==> src/rtl/load_store_unit_if.sv <==
// Data-memory request/acknowledge bus between the load/store unit (master)
// and data memory (slave).
interface load_store_unit_if #(parameter int ADDR_W = 32);
  logic              dmem_req;
  logic              dmem_we;
  logic [3:0]        dmem_be;
  logic [ADDR_W-1:0] dmem_addr;
  logic [31:0]       dmem_wdata;
  logic              dmem_ack;
  logic [31:0]       dmem_rdata;

  modport master (output dmem_req, dmem_we, dmem_be, dmem_addr, dmem_wdata,
                  input  dmem_ack, dmem_rdata);
  modport slave  (input  dmem_req, dmem_we, dmem_be, dmem_addr, dmem_wdata,
                  output dmem_ack, dmem_rdata);
endinterface

==> src/rtl/load_store_unit.sv <==
// RV32I memory-stage load/store engine: one outstanding req/ack access,
// byte-enable and lane-replication for stores, lane extract/extend for loads.
module load_store_unit #(
  parameter int ADDR_W = 32
) (
  input  logic              clk,
  input  logic              rst,
  input  logic              ex_valid,
  input  logic              ex_load,
  input  logic              ex_store,
  input  logic [2:0]        ex_funct3,
  input  logic [ADDR_W-1:0] ex_addr,
  input  logic [31:0]       ex_wdata,
  input  logic [4:0]        ex_rd,
  output logic              lsu_busy,
  load_store_unit_if.master dmem,
  output logic              wb_valid,
  output logic [4:0]        wb_rd,
  output logic [31:0]       wb_ldata,
  output logic              lsu_fault
);

  typedef enum logic {IDLE, BUSY} state_t;

  state_t      state;
  logic [4:0]  rd_q;
  logic [2:0]  f3_q;
  logic [1:0]  off_q;

  logic        bad_f3, misal, fault_c, go, legal, fault_acc;
  logic [3:0]  be_n;
  logic [31:0] wd_n;
  logic [7:0]  byte_sel;
  logic [15:0] half_sel;
  logic [31:0] ld_ext;

  always_comb begin
    if (ex_store)
      bad_f3 = ex_funct3[2] || (ex_funct3[1:0] == 2'b11);
    else
      bad_f3 = (ex_funct3 == 3'b011) || (ex_funct3[2:1] == 2'b11);
    case (ex_funct3[1:0])
      2'b01:   misal = ex_addr[0];
      2'b10:   misal = (ex_addr[1:0] != 2'b00);
      default: misal = 1'b0;
    endcase
    // Both load and store set is treated as a malformed request, not ignored.
    fault_c   = (ex_load && ex_store) || bad_f3 || misal;
    go        = (state == IDLE) && ex_valid && (ex_load || ex_store);
    legal     = go && !fault_c;
    fault_acc = go && fault_c;
    lsu_busy  = legal || ((state == BUSY) && !dmem.dmem_ack);
  end

  always_comb begin
    be_n = 4'b1111;
    wd_n = ex_wdata;
    if (ex_store) begin
      case (ex_funct3[1:0])
        2'b00: begin
          be_n = 4'b0001 << ex_addr[1:0];
          wd_n = {4{ex_wdata[7:0]}};
        end
        2'b01: begin
          be_n = ex_addr[1] ? 4'b1100 : 4'b0011;
          wd_n = {2{ex_wdata[15:0]}};
        end
        default: ;
      endcase
    end
  end

  // Lane select uses the offset latched at accept; rdata is only valid with ack.
  always_comb begin
    byte_sel = dmem.dmem_rdata[{off_q, 3'b000} +: 8];
    half_sel = off_q[1] ? dmem.dmem_rdata[31:16] : dmem.dmem_rdata[15:0];
    case (f3_q[1:0])
      2'b00:   ld_ext = {{24{byte_sel[7] & ~f3_q[2]}}, byte_sel};
      2'b01:   ld_ext = {{16{half_sel[15] & ~f3_q[2]}}, half_sel};
      default: ld_ext = dmem.dmem_rdata;
    endcase
  end

  always_ff @(posedge clk or posedge rst) begin
    if (rst) begin
      state            <= IDLE;
      dmem.dmem_req    <= 1'b0;
      dmem.dmem_we     <= 1'b0;
      dmem.dmem_be     <= '0;
      dmem.dmem_addr   <= '0;
      dmem.dmem_wdata  <= '0;
      wb_valid         <= 1'b0;
      wb_rd            <= '0;
      wb_ldata         <= '0;
      lsu_fault        <= 1'b0;
      rd_q             <= '0;
      f3_q             <= '0;
      off_q            <= '0;
    end else begin
      wb_valid  <= 1'b0;
      lsu_fault <= 1'b0;
      case (state)
        IDLE: begin
          if (fault_acc) begin
            lsu_fault <= 1'b1;
          end else if (legal) begin
            dmem.dmem_req   <= 1'b1;
            dmem.dmem_we    <= ex_store;
            dmem.dmem_be    <= be_n;
            dmem.dmem_addr  <= {ex_addr[ADDR_W-1:2], 2'b00};
            dmem.dmem_wdata <= wd_n;
            rd_q            <= ex_rd;
            f3_q            <= ex_funct3;
            off_q           <= ex_addr[1:0];
            state           <= BUSY;
          end
        end
        BUSY: begin
          if (dmem.dmem_ack) begin
            dmem.dmem_req <= 1'b0;
            state         <= IDLE;
            if (!dmem.dmem_we) begin
              wb_valid <= 1'b1;
              wb_rd    <= rd_q;
              wb_ldata <= ld_ext;
            end
          end
        end
        default: state <= IDLE;
      endcase
    end
  end

endmodule

==> src/flat_wrapper.sv <==
// flat-port wrapper written by rule: the top's interface ports become plain ports
module load_store_unit_flat 
#(
  parameter int ADDR_W = 32
)
  (clk, rst, ex_valid, ex_load, ex_store, ex_funct3, ex_addr, ex_wdata, ex_rd, lsu_busy, wb_valid, wb_rd, wb_ldata, lsu_fault, dmem_dmem_req, dmem_dmem_we, dmem_dmem_be, dmem_dmem_addr, dmem_dmem_wdata, dmem_dmem_ack, dmem_dmem_rdata);
  load_store_unit_if #(.ADDR_W(ADDR_W)) dmem_i ();
  input  logic clk;
  input  logic rst;
  input  logic ex_valid;
  input  logic ex_load;
  input  logic ex_store;
  input  logic [2:0] ex_funct3;
  input  logic [ADDR_W-1:0] ex_addr;
  input  logic [31:0] ex_wdata;
  input  logic [4:0] ex_rd;
  output logic lsu_busy;
  output logic wb_valid;
  output logic [4:0] wb_rd;
  output logic [31:0] wb_ldata;
  output logic lsu_fault;
  output wire logic [$bits(dmem_i.dmem_req)-1:0] dmem_dmem_req;
  output wire logic [$bits(dmem_i.dmem_we)-1:0] dmem_dmem_we;
  output wire logic [$bits(dmem_i.dmem_be)-1:0] dmem_dmem_be;
  output wire logic [$bits(dmem_i.dmem_addr)-1:0] dmem_dmem_addr;
  output wire logic [$bits(dmem_i.dmem_wdata)-1:0] dmem_dmem_wdata;
  input wire logic [$bits(dmem_i.dmem_ack)-1:0] dmem_dmem_ack;
  input wire logic [$bits(dmem_i.dmem_rdata)-1:0] dmem_dmem_rdata;
  assign dmem_dmem_req = dmem_i.dmem_req;
  assign dmem_dmem_we = dmem_i.dmem_we;
  assign dmem_dmem_be = dmem_i.dmem_be;
  assign dmem_dmem_addr = dmem_i.dmem_addr;
  assign dmem_dmem_wdata = dmem_i.dmem_wdata;
  assign dmem_i.dmem_ack = dmem_dmem_ack;
  assign dmem_i.dmem_rdata = dmem_dmem_rdata;
  load_store_unit #(.ADDR_W(ADDR_W)) u_core (.clk(clk), .rst(rst), .ex_valid(ex_valid), .ex_load(ex_load), .ex_store(ex_store), .ex_funct3(ex_funct3), .ex_addr(ex_addr), .ex_wdata(ex_wdata), .ex_rd(ex_rd), .lsu_busy(lsu_busy), .dmem(dmem_i), .wb_valid(wb_valid), .wb_rd(wb_rd), .wb_ldata(wb_ldata), .lsu_fault(lsu_fault));
endmodule
==> config.mk <==
export PLATFORM = sky130hd
export DESIGN_NAME = load_store_unit_flat
export DESIGN_NICKNAME = d
export VERILOG_FILES = /design/src/rtl/load_store_unit_if.sv /design/src/rtl/load_store_unit.sv /design/src/flat_wrapper.sv
export SDC_FILE = /design/constraint.sdc
export NUM_CORES = 1
export LEC_CHECK = 0
export ABC_AREA = 1
export CORE_UTILIZATION = 39
export CTS_BUF_LIST = sky130_fd_sc_hd__clkbuf_8
export CTS_CLUSTER_SIZE = 14
export DETAILED_ROUTE_END_ITERATION = 6
export GPL_TIMING_DRIVEN = 0
export MAX_ROUTING_LAYER = met4
export PLACE_DENSITY_LB_ADDON = 0.08
export SLEW_MARGIN = 0
export SYNTH_ARGS = -nofsm -noshare
export SYNTH_HDL_FRONTEND = slang
export SYNTH_SLANG_ARGS = --single-unit
==> constraint.sdc <==
create_clock -name clk -period 4 [get_ports clk]
set_input_delay 0.4 -clock clk [delete_from_list [all_inputs] [get_ports clk]]
set_output_delay 0.4 -clock clk [all_outputs]
set_load 0.02 [all_outputs]
==> results of run 1 <==
cell usage in the layout, fill, tap and decap left out, drive strengths merged:
master         instances
clkbuf                33
conb                   2
o21bai                 1
inv                   76
ha                     4
a21oi                 62
clkdlybuf4s50        216
nor2                  32
a21boi                 1
nand3                 11
a22oi                 16
o21ai                101
clkinv                 2
o22a                   1
clkinvlp               1
bufinv                 6
nand2                215
dfrtp                118
buf                   30
logic make-up (layout without fill, tap and decap cells):
logic type | after synthesis | count (layout)
AO/OA/AOI/OAI | 182 | 182
adder cells (fa/ha/maj) | 4 | 4
buffers and inverters | 115 | 364
flip-flops | 118 | 118
other | 1 | 2
AND/OR/NAND/NOR | 258 | 258
registers in the layout, summed over array words and instances, names as in the netlist:
signal and count:
u_core.dmem.dmem_we 1, u_core.wb_rd 5, u_core.dmem.dmem_req 1, u_core.rd_q 5, u_core.wb_valid 1, u_core.dmem.dmem_wdata 32, u_core.dmem.dmem_be 4, u_core.lsu_fault 1
u_core.off_q 2, u_core.wb_ldata 32, u_core.dmem.dmem_addr 30, u_core.state 1, u_core.f3_q 3
cell type report:
cell class                 instances  area share
buffer                            42      0.0367
inverter                          73      0.0319
tap                              184      0.0262
clock inverter                    12      0.0236
clock buffer                      20      0.0313
sequential                       118       0.336
multi-input combinational        446       0.265
timing repair buffer             217       0.249
worst register-to-register path: cells and delay by family, from the launching register on:
family / cells / cell delay [ns]
buf+inv: 2 / 0.41
flops: 1 / 0.36
compound gates: 2 / 0.34
simple gates: 2 / 0.34
power breakdown:
group | total (mW) | leakage (nW) | internal (mW) | switching, mW
logic | 2.41 | 2.49 | 1.12 | 1.30
clock network | 1.32 | 0.254 | 0.845 | 0.474
registers | 1.87 | 1.46 | 1.61 | 0.254
per-layer routing:
| metal | vias up | global-route usage |
|---|---|---|
| met1 | 2622 | 0.263 |
| met5 | - | - |
| li1 | 2630 | - |
| met4 | 0 | 0.0733 |
| met3 | 28 | 0.0743 |
| met2 | 216 | 0.393 |
metrics by stage:
step                       util  hold WS (ns)  instances
after floorplan               -         0.449        679
after global placement    0.565         0.456       1079
after detailed placement  0.567         0.462       1080
after CTS                 0.600         0.262       1112
after global routing      0.600         0.289       1112
final                     0.600         0.284       1112
worst min-delay path by stage:
| stage | start | end | slack [ns] | depth (start not counted) |
|---|---|---|---|---|
| 6_report | ex_store | u_core.dmem.dmem_we$_DFFE_PP0P_ | 0.28 | 3 |
| 5_1_grt | ex_store | u_core.dmem.dmem_we$_DFFE_PP0P_ | 0.29 | 3 |
| 4_1_cts | ex_store | u_core.dmem.dmem_we$_DFFE_PP0P_ | 0.26 | 3 |
| 3_5_place_dp | u_core.wb_rd[3]$_DFFE_PP0P_ | u_core.wb_rd[3]$_DFFE_PP0P_ | 0.46 | 2 |
| 3_3_place_gp | u_core.wb_rd[0]$_DFFE_PP0P_ | u_core.wb_rd[0]$_DFFE_PP0P_ | 0.46 | 2 |
| 2_1_floorplan | u_core.rd_q[0]$_DFFE_PP0P_ | u_core.wb_rd[0]$_DFFE_PP0P_ | 0.45 | 2 |
==> metrics.cfg, run 1 <==
[run_status]
status = complete, but fails checks
violations = design-rule violations

[worst_setup_path]
start_kind = primary input
critical-path-top-delay-family = buffers and inverters
cpPeakStageDelay_ns = 0.62
r2r_end = u_core.wb_ldata[30]$_DFFE_PP0P_
end_kind = output pin
worstPathCellList = clkdlybuf4s50_1, inv_1, ha_1, buf_6, inv_2, o21bai_2, nand3_2, nand3_2, clkbuf_2, o21ai_0, clkdlybuf4s50_1
startpoint = ex_funct3[1]
cp.arrival_ns = 2.65
crit_end = lsu_busy
rrSetupSlack_ns = 2.45
crit_slowest_cell = clkdlybuf4s50_1
reg2regPathDepth = 6
crit_type = in2out
critPathMaxFanout = 10
cp.required_ns = 3.60
crit_cells = 11
crit_buf_inv = 6
r2r-start = u_core.state$_DFF_PP0_

[logic_synthesis]
netlist_area_um2 = 5880
yosys_register_bits = 118
yosysTopAreaCell = dfrtp_1
synth_top_area_share = 0.502
synth_compound_area_frac = 0.211
ys_top_cells_by_count = nand2_1, dfrtp_1, inv_1
synth_cell_types = 30
ys_async_sr_fraction = 1.00
yosys.area_share.simple = 0.175
synth_area_leaders = dfrtp_1, nand2_1, o21ai_2, a21oi_1, inv_1
ys_seq_area_frac = 0.502
synth-edff-count = 0
yosysMostFrequentCell = nand2_1
postSynthCellCount = 678
synth_top_family_by_area = compound AO/OA/AOI/OAI gates
synth_adder_area_share = 0.00852
avgSynthCellArea_um2 = 8.67
muxShareOfSynthArea = 0
synth_xor_xnor_area_share = 0
yosys_most_used_dff = dfrtp_1
yosysWarnings = 0

[power]
vdd_drop_max_mv = 0.303
power.density_nw_per_um2 = 637
total_power_mw = 5.60
power.leakage_nw = 4.20

[timing]
fin_ws_ns = 0.947
worst_pin_slew_ns = 0.569
setup-violations-final = 0
tns_ns = 0
fmaxAchievable_mhz = 328
final.period_utilization = 0.763
hold_viol = 0
skew_ns = 0.0116
rsz0062_at_grt = no
relSlewSlack = 0.621
slew_violations = 0
fin_crit_ns = 3.05

[finish]
multi_input_area_um2 = 2330
drive_above_1_share = 0.158
fin_area_um2 = 8790
syn_to_final_growth_pct = 49.5
finalNetCount = 1029
antennaDiodeCount = 0
num-fill-cells = 1295
ff_latch_area_um2 = 2950

[clocking]
path_clk_slew_ns = 0.06
numCtsBuffers = 17
cts_setup_buffers = 0
cts_tree = yes
cts_resized = 0
cts_root_buf = clkbuf_8
cts_buffer_depth = 2
h-tree-depth = 4
clock_sinks = 118
clk_latency_ns = 0.44
hold_buffers = 0

[placement]
gp_congestion = 0.939
dpl-instance-area_um2 = 8310
dp_hpwl_mm = 13.1
portBuffers = 216
post-place-ws_ns = 0.929

[die]
dieArea_um2 = 15600
start_util = 0.401
die_x_um = 125
die_y_um = 125
ios = 220
design.core.area_um2 = 14600
placementRows = 44

[routing]
route.met3.wl_mm = 1.28
drt-total-wl_mm = 17.0
firstDrtPassIters = 7
wl_per_cell_um = 15.3
vias_per_cell = 4.94
drt-met1-wl_mm = 6.91
top_layer_used = met4
drtIter0Drc = 389
wl_met2_mm = 8.50
vias = 5496
ant_nets = 0
drc = 25

[run]
drv_cap = 0

[grt]
grtUsageTotal = 0.233
antenna_found_initial = 0
grt_max_degree = 70
grt-ovfl-total = 0
grt_pass1_vias = 5615
grt_pass1_wl_mm = 27.6

[worst_hold_path]
hp-class = in2reg

(Power assumes the default switching activity.)
==> run 2, diff against run 1 <==
==> constraint.sdc (replaced) <==
create_clock -name clk -period 2.6 [get_ports clk]
set_input_delay 0.26 -clock clk [delete_from_list [all_inputs] [get_ports clk]]
set_output_delay 0.26 -clock clk [all_outputs]
set_load 0.02 [all_outputs]
==> run 2 against run 1 <==
Effect of this change:
- final cell count about the same
- flip-flop and latch count unchanged
- final area fell by 1.3%
- first-iteration DRC count is 28% lower
- critical endpoint unchanged
- the flow still finishes with violations (design-rule violations)
- largest power group unchanged
- largest cell class unchanged
==> metrics.cfg, run 2 (same netlist as run 1, synthesis figures left out) <==
[run_status]
status = complete, but fails checks
violations = design-rule violations

[timing]
fmaxAchievable_mhz = 415
tns_ns = 0
hold_viol = 0
final.period_utilization = 0.926
rsz0062_at_grt = no
skew_ns = 0.00732
fin_crit_ns = 2.41
hold-worst-slack_ns = 0.145
setup-violations-final = 0
slew_violations = 0
relSlewSlack = 0.603
worst_pin_slew_ns = 0.595

[grt]
grt_max_degree = 44
grt_pass1_wl_mm = 27.7
antenna_found_initial = 0
grtUsageTotal = 0.235
grt-ovfl-total = 0
grt_pass1_vias = 5633

[finish]
fin_util = 0.592
syn_to_final_growth_pct = 47.6
top_regs = u_core.dmem.dmem_wdata: 32 flops, u_core.wb_ldata: 32 flops, u_core.dmem.dmem_addr: 30 flops
multi_input_area_um2 = 2340
ff_latch_area_um2 = 2950
drive_above_1_share = 0.161
num-fill-cells = 1303
finalNetCount = 1030
final_cell_mix = clkdlybuf4s50_1, nand2_1, dfrtp_1
antennaDiodeCount = 0
layout_commonest_cell = clkdlybuf4s50_1

[power]
power.density_nw_per_um2 = 926
power.leakage_nw = 4.13
total_power_mw = 8.03
vdd_drop_max_mv = 0.518

[die]
die_x_um = 125
start_util = 0.401
placementRows = 44
ios = 220
dieArea_um2 = 15600
die_y_um = 125
design.core.area_um2 = 14600

[clocking]
h-tree-depth = 4
cts_buffer_depth = 2
numCtsBuffers = 17
cts_tree = yes
path_clk_slew_ns = 0.06
clk_latency_ns = 0.43
cts_root_buf = clkbuf_8
hold_buffers = 0
clock_sinks = 118

[worst_setup_path]
worstPathCellList = clkdlybuf4s50_1, inv_1, ha_1, buf_6, inv_2, o21bai_2, nand3_2, nand3_4, o21ai_0, dlygate4sd2_1
cp.required_ns = 2.34
crit_slowest_cell = clkdlybuf4s50_1
cpPeakStageDelay_ns = 0.54
r2r-start = u_core.dmem.dmem_we$_DFFE_PP0P_
cp.arrival_ns = 2.15
rrSetupSlack_ns = 1.04
r2r_end = u_core.wb_ldata[30]$_DFFE_PP0P_
crit_buf_inv = 5
critPathMaxFanout = 13
end_kind = output pin
reg2regPathDepth = 5
start_kind = primary input
crit_type = in2out
critical-path-top-delay-family = buffers and inverters

[worst_hold_path]
hp-class = in2reg
min_to = u_core.dmem.dmem_we$_DFFE_PP0P_
worstHoldPathCells = 3
hold_path.startpoint = ex_store

[routing]
drc = 29
drt-total-wl_mm = 17.1
vias_per_cell = 4.89
ant_nets = 0
drtIter0Drc = 282
wl_per_cell_um = 15.4
vias = 5432
firstDrtPassIters = 7

[placement]
dp_hpwl_mm = 13.1
gp_congestion = 0.897
portBuffers = 216

[run]
drv_cap = 0

[run 2: worst min-delay path, cell delays in order]
cell and delay (ns):
buf_6 0.12, inv_2 0.07, o21ai_0 0.08
[run 2: layout make-up]
cell class / count / share of cell area
multi-input combinational: 446 / 0.270
tap: 184 / 0.0265
clock inverter: 10 / 0.00678
sequential: 118 / 0.340
buffer: 41 / 0.0366
clock buffer: 20 / 0.0317
timing repair buffer: 219 / 0.256
inverter: 73 / 0.0322
[run 2: worst max-delay path by stage]
| stage | start | slack (ns) | endpoint | cells after the start |
|---|---|---|---|---|
| 2_1_floorplan | rst | 0.90 | u_core.dmem.dmem_addr[10]$_DFFE_PP0P_ | 1 |
| 3_3_place_gp | rst | -0.23 | u_core.wb_rd[2]$_DFFE_PP0P_ | 2 |
| 3_5_place_dp | ex_funct3[1] | -0.23 | lsu_busy | 11 |
| 4_1_cts | ex_funct3[1] | 0.05 | lsu_busy | 11 |
| 5_1_grt | ex_funct3[1] | 0.09 | lsu_busy | 10 |
| 6_report | ex_funct3[1] | 0.19 | lsu_busy | 10 |
[run 2: layer usage]
metal,GRT usage,wire length [um]
met5,-,0
met4,0.0799,303
met3,0.0717,1310
met2,0.394,8440
met1,0.266,7090
[run 2: power by group]
part	switching, mW	internal, mW
registers	0.390	2.48
clock network	0.734	0.709
logic	1.99	1.72
[run 2: per-stage QoR]
step                      area, um2  setup WS (ns)  std cells
after CTS                      8670         0.0511       1112
after floorplan                5880          0.899        679
final                          8670          0.193       1111
after global routing           8670         0.0941       1111
after global placement         8280         -0.229       1079
after detailed placement       8340         -0.227       1082
[run 2: timing repair]
action                     in CTS  in global routing
setup endpoints to repair       1                  1
buffers inserted                0                  0
resized for setup               1                  1
==> run 3, diff against run 2 <==
--- a/config.mk
+++ b/config.mk
@@ -6,7 +6,9 @@
 export NUM_CORES = 1
 export LEC_CHECK = 0
 export ABC_AREA = 1
-export CORE_UTILIZATION = 39
+export CELL_PAD_IN_SITES_DETAIL_PLACEMENT = 1
+export CELL_PAD_IN_SITES_GLOBAL_PLACEMENT = 1
+export CORE_UTILIZATION = 30
 export CTS_BUF_LIST = sky130_fd_sc_hd__clkbuf_8
 export CTS_CLUSTER_SIZE = 14
 export DETAILED_ROUTE_END_ITERATION = 6
==> run 3 against run 2 <==
Effect of this change:
- the flow now finishes without violations
- final area increased by 2.1%
- setup slack got worse by 0.012 ns
- first-iteration DRC count down 41%
- wire length up 16%
- critical endpoint unchanged
==> metrics.cfg, run 3 (same netlist as run 1, synthesis figures left out) <==
[timing]
setup-violations-final = 0
relSlewSlack = 0.594
hold_viol = 0
fmaxAchievable_mhz = 413
skew_ns = 0.00856
rsz0062_at_grt = no
fin_ws_ns = 0.181
slew_violations = 0
fin_crit_ns = 2.42
tns_ns = 0
final.period_utilization = 0.930
worst_pin_slew_ns = 0.608

[worst_setup_path]
start_kind = primary input
end_kind = output pin
cp.required_ns = 2.34
critPathMaxFanout = 13
cp.arrival_ns = 2.16
crit_type = in2out

[placement]
portBuffers = 216
gp_congestion = 0.889
dp_hpwl_mm = 15.5
dp_cells = 1158
post-place-ws_ns = -0.238

[power]
p_int_mw = 5.18
seq_power_share = 0.338
total_power_mw = 8.46
comb_power_share = 0.447
power.leakage_nw = 4.17
power.clock.fraction = 0.215
vdd_drop_max_mv = 0.347
switchingPower_mw = 3.28
switching_share = 0.388
power.density_nw_per_um2 = 955

[die]
dieArea_um2 = 20200
start_util = 0.310
design.core.area_um2 = 19000
ios = 220
die_x_um = 142
placementRows = 50
die_y_um = 142

[grt]
grt_max_degree = 41
grt_pass1_wl_mm = 31.3
grt_pass1_vias = 5941
antenna_found_initial = 0
grtUsageTotal = 0.210
grt-ovfl-total = 0

[finish]
syn_to_final_growth_pct = 50.7
layout_commonest_cell = clkdlybuf4s50_1
antennaDiodeCount = 0
fin_cells = 1189
final_cell_mix = clkdlybuf4s50_1, nand2_1, dfrtp_1
fin_util = 0.467
finalNetCount = 1030
top_regs = u_core.dmem.dmem_wdata: 32 flops, u_core.wb_ldata: 32 flops, u_core.dmem.dmem_addr: 30 flops
drive_above_1_share = 0.164
num-fill-cells = 2235

[routing]
drtIter0Drc = 166
drc = 0
ant_nets = 0
wl_per_cell_um = 16.8
drt-total-wl_mm = 19.9
vias_per_cell = 4.60
vias = 5475
firstDrtPassIters = 4

[clocking]
cts_buffer_depth = 2
clock_sinks = 118
hold_buffers = 0
clk_latency_ns = 0.44
numCtsBuffers = 17
path_clk_slew_ns = 0.07
cts_tree = yes
cts_setup_buffers = 0
h-tree-depth = 4
cts_root_buf = clkbuf_8

[run]
drv_cap = 0

[worst_hold_path]
hp-class = in2reg

[run_status]
status = completed

-- run 3: repair_timing --
action                     CTS  global route
setup endpoints to repair    1             1
pin swaps                    0             0
gates resized for setup      1             1
-- run 3: power by group through the flow --
stage	logic, mW	registers, mW	clock network [mW]
finish	3.78	2.86	1.82
CTS	3.84	2.87	1.88
detailed placement	3.82	2.90	0
floorplan	1.24	3.59	0
global route	4.08	2.94	1.94
global placement	3.74	2.87	0
-- run 3: per-stage QoR --
step	hold slack, ns	instance area [um2]
after floorplan	0.356	5880
after global placement	0.461	8370
after detailed placement	0.467	8430
after CTS	0.118	8850
after global routing	0.132	8860
final	0.148	8860
-- run 3: worst max-delay path, cell delays in order --
cell and delay [ns]:
clkdlybuf4s50_1 0.54, inv_1 0.10, ha_1 0.20, buf_6 0.15, inv_2 0.07, o21bai_2 0.06
nand3_2 0.10, nand3_4 0.17, o21ai_0 0.12, dlygate4sd2_1 0.37
-- run 3: final timing paths --
kind	cells after the start	slack (ns)	from	to
setup / recovery	10	0.18	ex_funct3[1]	lsu_busy
setup reg to reg	5	1.03	u_core.dmem.dmem_we$_DFFE_PP0P_	u_core.wb_ldata[30]$_DFFE_PP0P_
max in group asynchronous	4	1.50	rst	u_core.dmem.dmem_addr[21]$_DFFE_PP0P_
min in group asynchronous	2	0.25	rst	u_core.dmem.dmem_addr[3]$_DFFE_PP0P_
hold reg to reg	2	0.48	u_core.rd_q[4]$_DFFE_PP0P_	u_core.wb_rd[4]$_DFFE_PP0P_
hold / removal	3	0.15	ex_store	u_core.dmem.dmem_we$_DFFE_PP0P_
-- run 3: layout make-up --
class / instances / area [um2] / area share
buffer: 41 / 318 / 0.0359
clock buffer: 18 / 248 / 0.0280
clock inverter: 14 / 175 / 0.0198
inverter: 73 / 279 / 0.0315
multi-input combinational: 446 / 2340 / 0.264
sequential: 118 / 2950 / 0.333
tap: 260 / 325 / 0.0367
timing repair buffer: 219 / 2220 / 0.251
-- run 3: per-layer routing --
layer  vias up  track usage  routed length, um
met5         -            -                  0
met4         0       0.0939                575
met3        41       0.0528               1130
met2       164        0.351              10000
met1      2633        0.238               8210
li1       2637            -                  -
